==> config.mk <==
export PLATFORM = sky130hd
export DESIGN_NAME = btb_update_ctrl_flat
export DESIGN_NICKNAME = d
export VERILOG_FILES = /design/src/rtl/btb_update_ctrl_if.sv /design/src/rtl/btb_update_ctrl.sv /design/src/flat_wrapper.sv
export SDC_FILE = /design/constraint.sdc
export NUM_CORES = 1
export LEC_CHECK = 0
export CORE_ASPECT_RATIO = 0.6
export CORE_MARGIN = 2
export CORE_UTILIZATION = 50
export DETAILED_ROUTE_END_ITERATION = 8
export PLACE_DENSITY = 0.74
export SYNTH_ARGS = -nofsm -noshare
export SYNTH_HDL_FRONTEND = slang
export SYNTH_SLANG_ARGS = --single-unit
==> constraint.sdc <==
create_clock -name clk -period 3.45 [get_ports clk]
set_input_delay 0.69 -clock clk [delete_from_list [all_inputs] [get_ports clk]]
set_output_delay 0.69 -clock clk [all_outputs]
set_load 0.005 [all_outputs]
==> src/rtl/btb_update_ctrl_if.sv <==
// Bundle of resolved-branch, fetch-arbitration and BTB-array signals for btb_update_ctrl.
// Optional statistics outputs are present only when BTB_STATS_EN is defined.
interface btb_update_ctrl_if #(
   parameter int INDEX_BITS = 3
);
   localparam int TAG_BITS = 15 - INDEX_BITS;

   logic                  res_valid;
   logic [15:0]           res_pc;
   logic [15:0]           res_target;
   logic                  res_taken;
   logic                  res_ready;

   logic                  fetch_req;
   logic                  fetch_grant;
   logic                  fetch_stall;

   logic                  btb_sel;
   logic [INDEX_BITS-1:0] btb_idx;
   logic                  btb_we;
   logic [TAG_BITS-1:0]   btb_wtag;
   logic [15:0]           btb_wtarget;
   logic [1:0]            btb_wpred;
   logic                  btb_rvalid;
   logic [TAG_BITS-1:0]   btb_rtag;
   logic [1:0]            btb_rpred;

`ifdef BTB_STATS_EN
   logic [15:0]           stat_updates;
   logic [15:0]           stat_allocs;
`endif

   // slave = the update controller, master = pipeline/fetch/array side
   modport slave (
      input  res_valid, res_pc, res_target, res_taken, fetch_req,
             btb_rvalid, btb_rtag, btb_rpred,
      output res_ready, fetch_grant, fetch_stall,
             btb_sel, btb_idx, btb_we, btb_wtag, btb_wtarget, btb_wpred
`ifdef BTB_STATS_EN
      , output stat_updates, stat_allocs
`endif
   );

   modport master (
      output res_valid, res_pc, res_target, res_taken, fetch_req,
             btb_rvalid, btb_rtag, btb_rpred,
      input  res_ready, fetch_grant, fetch_stall,
             btb_sel, btb_idx, btb_we, btb_wtag, btb_wtarget, btb_wpred
`ifdef BTB_STATS_EN
      , input stat_updates, stat_allocs
`endif
   );
endinterface

==> src/rtl/btb_update_ctrl.sv <==
// Single-port BTB access sequencer: queues resolved branches and applies them as
// read-compare-write updates between fetch lookups. Define BTB_STATS_EN for hit/alloc counters.
module btb_update_ctrl #(
   parameter int INDEX_BITS = 3,
   parameter int FIFO_DEPTH = 4
) (
   input  logic               clk,
   input  logic               reset,
   btb_update_ctrl_if.slave   bus
);
   localparam int TAG_BITS = 15 - INDEX_BITS;
   localparam int PTR_BITS = $clog2(FIFO_DEPTH);

   typedef enum logic [1:0] {IDLE, READ, COMPARE, WRITE} state_t;

   typedef struct packed {
      logic [TAG_BITS-1:0]   tag;
      logic [INDEX_BITS-1:0] idx;
      logic [15:0]           target;
      logic                  taken;
   } entry_t;

   state_t                r_state;
   entry_t                r_fifo [FIFO_DEPTH];
   logic [PTR_BITS-1:0]   r_head;
   logic [PTR_BITS-1:0]   r_tail;
   logic [PTR_BITS:0]     r_count;

   logic                  r_btb_sel;
   logic                  r_btb_we;
   logic [INDEX_BITS-1:0] r_btb_idx;
   logic [TAG_BITS-1:0]   r_btb_wtag;
   logic [15:0]           r_btb_wtarget;
   logic [1:0]            r_btb_wpred;

   entry_t                w_head;
   entry_t                w_push_entry;
   logic                  w_full;
   logic                  w_empty;
   logic                  w_push;
   logic                  w_pop;
   logic                  w_hit;
   logic                  w_write_needed;
   logic [1:0]            w_next_pred;
   logic                  w_unused_pc0;

   assign w_full       = (r_count == (PTR_BITS+1)'(FIFO_DEPTH));
   assign w_empty      = (r_count == '0);
   assign w_push       = bus.res_valid && !w_full;
   assign w_push_entry = '{tag:    bus.res_pc[15:INDEX_BITS+1],
                           idx:    bus.res_pc[INDEX_BITS:1],
                           target: bus.res_target,
                           taken:  bus.res_taken};
   assign w_unused_pc0 = bus.res_pc[0];
   assign w_head       = r_fifo[r_head];

   // Array read data in COMPARE belongs to the address driven during READ.
   assign w_hit          = bus.btb_rvalid && (bus.btb_rtag == w_head.tag);
   assign w_write_needed = w_hit || w_head.taken;
   assign w_pop          = (r_state == WRITE) || ((r_state == COMPARE) && !w_write_needed);

   // NOTE: every always_comb output gets a default first so no path can infer a latch.
   always_comb begin
      w_next_pred = 2'b10;
      if (w_hit) begin
         if (w_head.taken)
            w_next_pred = (bus.btb_rpred == 2'b11) ? 2'b11 : bus.btb_rpred + 2'b01;
         else
            w_next_pred = (bus.btb_rpred == 2'b00) ? 2'b00 : bus.btb_rpred - 2'b01;
      end
   end

   // NOTE: queue storage is not reset; only the pointers and count decide what is valid.
   always_ff @(posedge clk) begin
      if (w_push) r_fifo[r_tail] <= w_push_entry;
   end

   // NOTE: sequential state uses non-blocking assignments so all registers update together.
   always_ff @(posedge clk or posedge reset) begin
      if (reset) begin
         r_head  <= '0;
         r_tail  <= '0;
         r_count <= '0;
      end else begin
         if (w_push) r_tail <= r_tail + 1'b1;
         if (w_pop)  r_head <= r_head + 1'b1;
         case ({w_push, w_pop})
            2'b10:   r_count <= r_count + 1'b1;
            2'b01:   r_count <= r_count - 1'b1;
            default: r_count <= r_count;
         endcase
      end
   end

   always_ff @(posedge clk or posedge reset) begin
      if (reset) begin
         r_state       <= IDLE;
         r_btb_sel     <= 1'b0;
         r_btb_we      <= 1'b0;
         r_btb_idx     <= '0;
         r_btb_wtag    <= '0;
         r_btb_wtarget <= '0;
         r_btb_wpred   <= '0;
      end else begin
         case (r_state)
            IDLE: begin
               // A full queue takes the port away from fetch.
               if (!w_empty && (!bus.fetch_req || w_full)) begin
                  r_state   <= READ;
                  r_btb_sel <= 1'b1;
                  r_btb_idx <= w_head.idx;
               end
            end
            READ: r_state <= COMPARE;
            COMPARE: begin
               if (w_write_needed) begin
                  r_state       <= WRITE;
                  r_btb_we      <= 1'b1;
                  r_btb_wtag    <= w_head.tag;
                  r_btb_wtarget <= w_head.target;
                  r_btb_wpred   <= w_next_pred;
               end else begin
                  r_state   <= IDLE;
                  r_btb_sel <= 1'b0;
               end
            end
            WRITE: begin
               r_state   <= IDLE;
               r_btb_we  <= 1'b0;
               r_btb_sel <= 1'b0;
            end
            default: begin
               r_state   <= IDLE;
               r_btb_we  <= 1'b0;
               r_btb_sel <= 1'b0;
            end
         endcase
      end
   end

   assign bus.res_ready   = !w_full;
   assign bus.fetch_grant = (r_state == IDLE) && bus.fetch_req && !w_full;
   assign bus.fetch_stall = bus.fetch_req && !bus.fetch_grant;
   assign bus.btb_sel     = r_btb_sel;
   assign bus.btb_idx     = r_btb_idx;
   assign bus.btb_we      = r_btb_we;
   assign bus.btb_wtag    = r_btb_wtag;
   assign bus.btb_wtarget = r_btb_wtarget;
   assign bus.btb_wpred   = r_btb_wpred;

`ifdef BTB_STATS_EN
   logic        r_was_hit;
   logic [15:0] r_stat_updates;
   logic [15:0] r_stat_allocs;

   always_ff @(posedge clk or posedge reset) begin
      if (reset) begin
         r_was_hit      <= 1'b0;
         r_stat_updates <= '0;
         r_stat_allocs  <= '0;
      end else begin
         if (r_state == COMPARE) r_was_hit <= w_hit;
         if (r_state == WRITE) begin
            if (r_was_hit) begin
               if (r_stat_updates != 16'hFFFF) r_stat_updates <= r_stat_updates + 16'd1;
            end else begin
               if (r_stat_allocs != 16'hFFFF) r_stat_allocs <= r_stat_allocs + 16'd1;
            end
         end
      end
   end

   assign bus.stat_updates = r_stat_updates;
   assign bus.stat_allocs  = r_stat_allocs;
`endif
endmodule

==> src/flat_wrapper.sv <==
// flat-port wrapper written by rule: the top's interface ports become plain ports
module btb_update_ctrl_flat 
#(
   parameter int INDEX_BITS = 3,
   parameter int FIFO_DEPTH = 4
)
  (clk, reset, bus_res_valid, bus_res_pc, bus_res_target, bus_res_taken, bus_fetch_req, bus_btb_rvalid, bus_btb_rtag, bus_btb_rpred, bus_res_ready, bus_fetch_grant, bus_fetch_stall, bus_btb_sel, bus_btb_idx, bus_btb_we, bus_btb_wtag, bus_btb_wtarget, bus_btb_wpred);
  btb_update_ctrl_if #(.INDEX_BITS(INDEX_BITS)) bus_i ();
  input  logic clk;
  input  logic reset;
  input wire logic [$bits(bus_i.res_valid)-1:0] bus_res_valid;
  input wire logic [$bits(bus_i.res_pc)-1:0] bus_res_pc;
  input wire logic [$bits(bus_i.res_target)-1:0] bus_res_target;
  input wire logic [$bits(bus_i.res_taken)-1:0] bus_res_taken;
  input wire logic [$bits(bus_i.fetch_req)-1:0] bus_fetch_req;
  input wire logic [$bits(bus_i.btb_rvalid)-1:0] bus_btb_rvalid;
  input wire logic [$bits(bus_i.btb_rtag)-1:0] bus_btb_rtag;
  input wire logic [$bits(bus_i.btb_rpred)-1:0] bus_btb_rpred;
  output wire logic [$bits(bus_i.res_ready)-1:0] bus_res_ready;
  output wire logic [$bits(bus_i.fetch_grant)-1:0] bus_fetch_grant;
  output wire logic [$bits(bus_i.fetch_stall)-1:0] bus_fetch_stall;
  output wire logic [$bits(bus_i.btb_sel)-1:0] bus_btb_sel;
  output wire logic [$bits(bus_i.btb_idx)-1:0] bus_btb_idx;
  output wire logic [$bits(bus_i.btb_we)-1:0] bus_btb_we;
  output wire logic [$bits(bus_i.btb_wtag)-1:0] bus_btb_wtag;
  output wire logic [$bits(bus_i.btb_wtarget)-1:0] bus_btb_wtarget;
  output wire logic [$bits(bus_i.btb_wpred)-1:0] bus_btb_wpred;
  assign bus_i.res_valid = bus_res_valid;
  assign bus_i.res_pc = bus_res_pc;
  assign bus_i.res_target = bus_res_target;
  assign bus_i.res_taken = bus_res_taken;
  assign bus_i.fetch_req = bus_fetch_req;
  assign bus_i.btb_rvalid = bus_btb_rvalid;
  assign bus_i.btb_rtag = bus_btb_rtag;
  assign bus_i.btb_rpred = bus_btb_rpred;
  assign bus_res_ready = bus_i.res_ready;
  assign bus_fetch_grant = bus_i.fetch_grant;
  assign bus_fetch_stall = bus_i.fetch_stall;
  assign bus_btb_sel = bus_i.btb_sel;
  assign bus_btb_idx = bus_i.btb_idx;
  assign bus_btb_we = bus_i.btb_we;
  assign bus_btb_wtag = bus_i.btb_wtag;
  assign bus_btb_wtarget = bus_i.btb_wtarget;
  assign bus_btb_wpred = bus_i.btb_wpred;
  btb_update_ctrl #(.INDEX_BITS(INDEX_BITS), .FIFO_DEPTH(FIFO_DEPTH)) u_core (.clk(clk), .reset(reset), .bus(bus_i));
endmodule
After elaboration in Yosys (flattened, before gate mapping)
Memory sizes are Yosys's and may differ from the RTL's.
Cells that the tools add are included.
Word-level totals
  bits of input ports: 52
  memory bits (read-only): 0
  word-level logic and storage cells: 68
  memories: 1
  output and inout bits: 38
  latch bits: 0
  register bits after elaboration: 44
  memory bits (writable): 128
Memory list
  u_core.r_fifo: depth 4, bits a word 32, rd ports 1, clocked after Yosys merged registers in 0, write ports 1, RTL line btb_update_ctrl.sv:24  | entry_t r_fifo [FIFO_DEPTH];
Operators by class
  add/sub/neg operators: 6
  bitwise gates (word level): 0
  eq/ne operators: 11
  div/mod/pow operators: 0
  reductions and logical operators: 25
  $mul: 0
  $lt $le $gt $ge: 0
  shift-type cells: 0
  mux-type cells: 15
Operators with widths (count)
  == test 12 bit: 1
  two-way mux 2 bit: 6
  == test 2 bit (second input constant): 4
  case mux 2 bit (4 select lines): 1
  logical AND 1 bit: 7
  adder 2 x 1 -> 2 bit (second input constant): 3
  case mux 3 bit (2 select lines): 1
  AND reduction 2 bit: 3
  logical NOT 1 bit: 5
  two-way mux 1 bit: 5
  == test 2 x 1 -> 1 bit (second input constant): 2
  logical NOT 2 bit: 2
  != test 2 x 1 -> 1 bit (second input constant): 2
  nonzero test 2 bit: 2
  adder 3 x 1 -> 3 bit (second input constant): 1
  == test 3 bit (second input constant): 1
  logical NOT 3 bit: 1
  logical OR 1 bit: 3
  case mux 1 bit (3 select lines): 1
  AND reduction 3 bit: 1
  nonzero test 3 bit: 1
  subtractor 3 x 1 -> 3 bit (second input constant): 1
  != test 2 bit (second input constant): 1
  case mux 1 bit (2 select lines): 1
  subtractor 2 x 1 -> 2 bit (second input constant): 1

Longest topological paths before layout
An unclocked memory read counts as a cell.
  depth in word-level cells: 9
  mapped depth: 13
  gate-level depth less buffers: 11

Worst setup path before layout
OpenSTA, ideal clock, no wires.
  path kind: register to register
  from: register u_core.r_head[0]
  to: register u_core.r_count[2]
  period minus slack after synthesis: 3.038 ns
  arrival: 2.959 ns
  setup slack: 0.412 ns
  library setup time: 0.079 ns
  cell stages (with the launch flop): 14
  data required time: 3.371 ns
  buffers on the path: 2
  cell sequence: dfrtp_1 buf_6 buf_6 mux4_2 and3_1 nor2_1 o41ai_4 a21boi_0 ha_1 inv_1 fa_1 xor2_1 nor2_1 xor2_1
Between the ends
  longest elaborated chain between the ends: 9
  elaborated cells between the ends (all ways): 11
  classes of those cells: eq/ne (3); mux (1); reduce/logical (6); memory (1)
RTL lines
  from (decl): RTL line btb_update_ctrl.sv:25  | logic [PTR_BITS-1:0] r_head;
  from (signal assigned): RTL line btb_update_ctrl.sv:86  | if (w_pop) r_head <= r_head + 1'b1;
  memory read (4 x 32 bit) (*)
  == test 12 bit: RTL line btb_update_ctrl.sv:58  | assign w_hit = bus.btb_rvalid && (bus.btb_rtag == w_head.tag);
  logical AND 1 bit: RTL line btb_update_ctrl.sv:58
  logical OR 1 bit (*): RTL line btb_update_ctrl.sv:59  | assign w_write_needed = w_hit || w_head.taken;
  logical NOT 1 bit (*): RTL line btb_update_ctrl.sv:60  | assign w_pop = (r_state == WRITE) || ((r_state == COMPARE) && !w_write_needed);
  logical AND 1 bit (*): RTL line btb_update_ctrl.sv:60
  logical OR 1 bit (*): RTL line btb_update_ctrl.sv:60
  == test 2 x 1 -> 1 bit / == test 2 bit (equally long branches): RTL line btb_update_ctrl.sv:87  | case ({w_push, w_pop})
  case mux 3 bit (2 select lines) / nonzero test 2 bit (equally long branches)
  to (signal assigned): RTL line btb_update_ctrl.sv:88  | 2'b10: r_count <= r_count + 1'b1;
  to (signal assigned): RTL line btb_update_ctrl.sv:89  | 2'b01: r_count <= r_count - 1'b1;
  to (signal assigned): RTL line btb_update_ctrl.sv:90  | default: r_count <= r_count;
  to (decl): RTL line btb_update_ctrl.sv:27  | logic [PTR_BITS:0] r_count;
Mark *: on every way between the ends. The rest lies on a longest branch, timed or not.
A chain may end at the register's enable or synchronous reset.

Worst setup path after layout
  from: register u_core.r_head[0]
  to: register u_core.r_count[1]
The elaborated chain is that of the path after synthesis.

==> qor.yml <==
status: "complete, no violations"
gp_congestion: 0.750
synthArstFlopShare_pct: 25.6
crit_slowest_cell: "mux4_2"
cts_root_buf: "clkbuf_16"
clkSinkCount: 172
synth_edf_count: 128
final_common_cell: "edfxtp_1"
hold_buffers: 0
start_kind: "register"
clock_latency_ns: 0.42
ys.flop_type: "edfxtp_1"
ir_drop_mv: 0.424
vias: 3273
period_share_pct: 93.5
end_kind: "register"
p_sw_uw: 2200
fp.dieW_um: 154
p_leak_uw: 0.00314
synth_compound_area_share_pct: 1.60
ioPinCount: 90
drive_above_1_share_pct: 27.3
overflow: 0
required_ns: 3.79
fin_util_pct: 65.2
synthMuxAreaShare_pct: 17.7
hp-class: "register to register"
grt_pass1_vias: 3545
slew_viol_final: 0
postCtsSetupBuffers: 0
avgViaCountPerCell: 5.30
wl_per_cell_um: 20.0
crit_buf_inv: 2
critPathMaxFanout: 19
synth-xor-area-share_pct: 2.21
coreArea_mm2: 0.0130
fin_skew_ns: 0.0107
grt_pass1_wl_um: 19600
portBuffers: 88
avgSynthCellArea_um2: 20.9
rr_worst_depth: 10
rsz0062_at_grt: "no"
rows: 32
min_from: "u_core.bus.btb_idx[1]"
internal-power_uw: 5290
fmax_mhz: 310
routed_wl_um: 12300
grt_use_total_pct: 19.0
synthSimpleGateAreaFrac_pct: 1.93
max_stage_delay_ns: 0.55
clockPowerShare_pct: 24.8
tightest_slew_ns: 1.05
nets: 492
critical_path.startpoint: "u_core.r_head[0]"
hpwl_um: 7880
synth_seq_cells: 172
reg2reg_from: "u_core.r_head[0]"
combPwrFrac_pct: 33.7
drc: 0
finalSetupViolCount: 0
grt_max_degree: 45
worstPathArrival_ns: 3.57
dr.pass1.iters: 4
ys_warn_count: 0
syn_nets: 380
hold_viol_final: 0
period_needed_ns: 3.22
synth_fa_ha_area_share_pct: 1.52
switching_share_pct: 29.3
maxCapViolCount: 0
die_h_um: 93.9
whs_path_depth: 1
clk_pin_slew_worst_paths_ns: 0.07
drt_iter0_markers: 162
ant_nets: 0
synth_top_family_by_area: "multiplexers"
mappedNetlistArea_mm2: 0.00674
cp.depth: 10
cts_tree: "yes"
initial_core_util_pct: 51.8
clock_tree.buffer_depth: 2
areaGrowthSynthToFinish_pct: 26.0
cp_cell_sequence: "buf_12 > mux4_2 > xnor2_1 > nand4_1 > o41ai_4 > a21boi_1 > ha_1 > inv_1 > fa_1 > mux2i_1"
antenna_found_initial: 0
layout_common_cells: "edfxtp_1, clkdlybuf4s50_1, dfrtp_1"
cp_top_family: "multiplexers"
critPathKind: "register to register"
synthCells: 322
h-tree-depth: 4
slew_headroom_pct: 30.2
dieArea_mm2: 0.0145
numCtsBuffers: 17
yosysUniqueCellTypes: 33
synth_seq_area_share_pct: 73.4
power_density_mw_per_mm2: 881
fin_setup_tns_ns: 0
p_seq_share_pct: 41.5
[synthesized netlist by cell type, drive strengths merged (4+ instances only)]
cell	number	area [µm²]
ha	5	62.6
mux2	33	473
xor2	4	35.0
mux4	31	698
nand2	7	28.8
inv	9	33.8
buf	8	68.8
a21oi	5	25.0
nor2	4	15.0
xnor2	13	114
dfrtp	44	1100
and3	6	37.5
edfxtp	128	3840
[flip-flops by register name, indices dropped and copies added, names as in the netlist, 2 cells and up]
signal	flops
u_core.r_head	2
u_core.bus.btb_idx	3
u_core.bus.btb_wpred	2
u_core.r_tail	2
u_core.bus.btb_wtag	12
u_core.r_state	2
u_core.bus.btb_wtarget	16
u_core.r_fifo	128
u_core.r_count	3
[cells by family after synthesis]
logic type / after synthesis
flip-flops: 172
buffers and inverters: 20
adder cells (fa/ha/maj): 8
XOR/XNOR: 17
AND/OR/NAND/NOR: 25
AO/OA/AOI/OAI: 14
multiplexers: 66
[routing by layer]
metal  track usage [%]  share of wire [%]  wire [µm]  vias up
li1                  -                  -          -     1502
met1              26.2                 47       5770     1666
met2              29.0                 46       5620       93
met3              6.41                6.6        817       12
met4              6.07                1.0        128        0
met5                 0                  0          0        -
[power groups by stage]
stage / Combinational (µW) / Clock, µW / Sequential (µW)
after detailed placement: 2560 / 0 / 3140
final: 2520 / 1860 / 3100
after global placement: 2500 / 0 / 3110
after CTS: 2570 / 1900 / 3110
after floorplan: 1640 / 0 / 3060
after global routing: 2740 / 2010 / 3160
[final timing paths]
kind                                          end  slack [ns]
min reg2reg                 u_core.bus.btb_idx[1]        0.51
max reg2reg                     u_core.r_count[1]        0.23
min                         u_core.bus.btb_idx[1]        0.51
max in group asynchronous        u_core.r_head[0]        1.89
max                             u_core.r_count[1]        0.23
min in group asynchronous  u_core.bus.btb_wtag[9]        0.85
[through the flow]
stage | hold WS (ns) | instance area [µm²] | power, µW | cells | worst slack [ns]
2_1_floorplan | 0.464 | 6740 | 4700 | 322 | 0.412
3_3_place_gp | 0.488 | 7890 | 5610 | 585 | 0.211
3_5_place_dp | 0.494 | 7890 | 5700 | 585 | 0.0978
4_1_cts | 0.512 | 8490 | 7580 | 617 | 0.0472
5_1_grt | 0.529 | 8490 | 7910 | 617 | 0.0241
6_report | 0.511 | 8490 | 7480 | 618 | 0.226
[final cells by class]
type | instances | area (µm²)
Clock inverter | 15 | 169
Tap cell | 170 | 213
Sequential cell | 172 | 4950
Inverter | 9 | 33.8
Timing Repair Buffer | 104 | 1010
Fill cell | 861 | 4520
Antenna cell | 1 | 2.50
Clock buffer | 17 | 425
Multi-Input combinational cell | 130 | 1690
[timing repair]
action,4_1_cts,5_1_grt
endpoints found under the hold margin,0,0
endpoints found under the setup margin,0,2
gates resized for setup,0,1
Note: power is estimated with default switching activity, not from simulation.
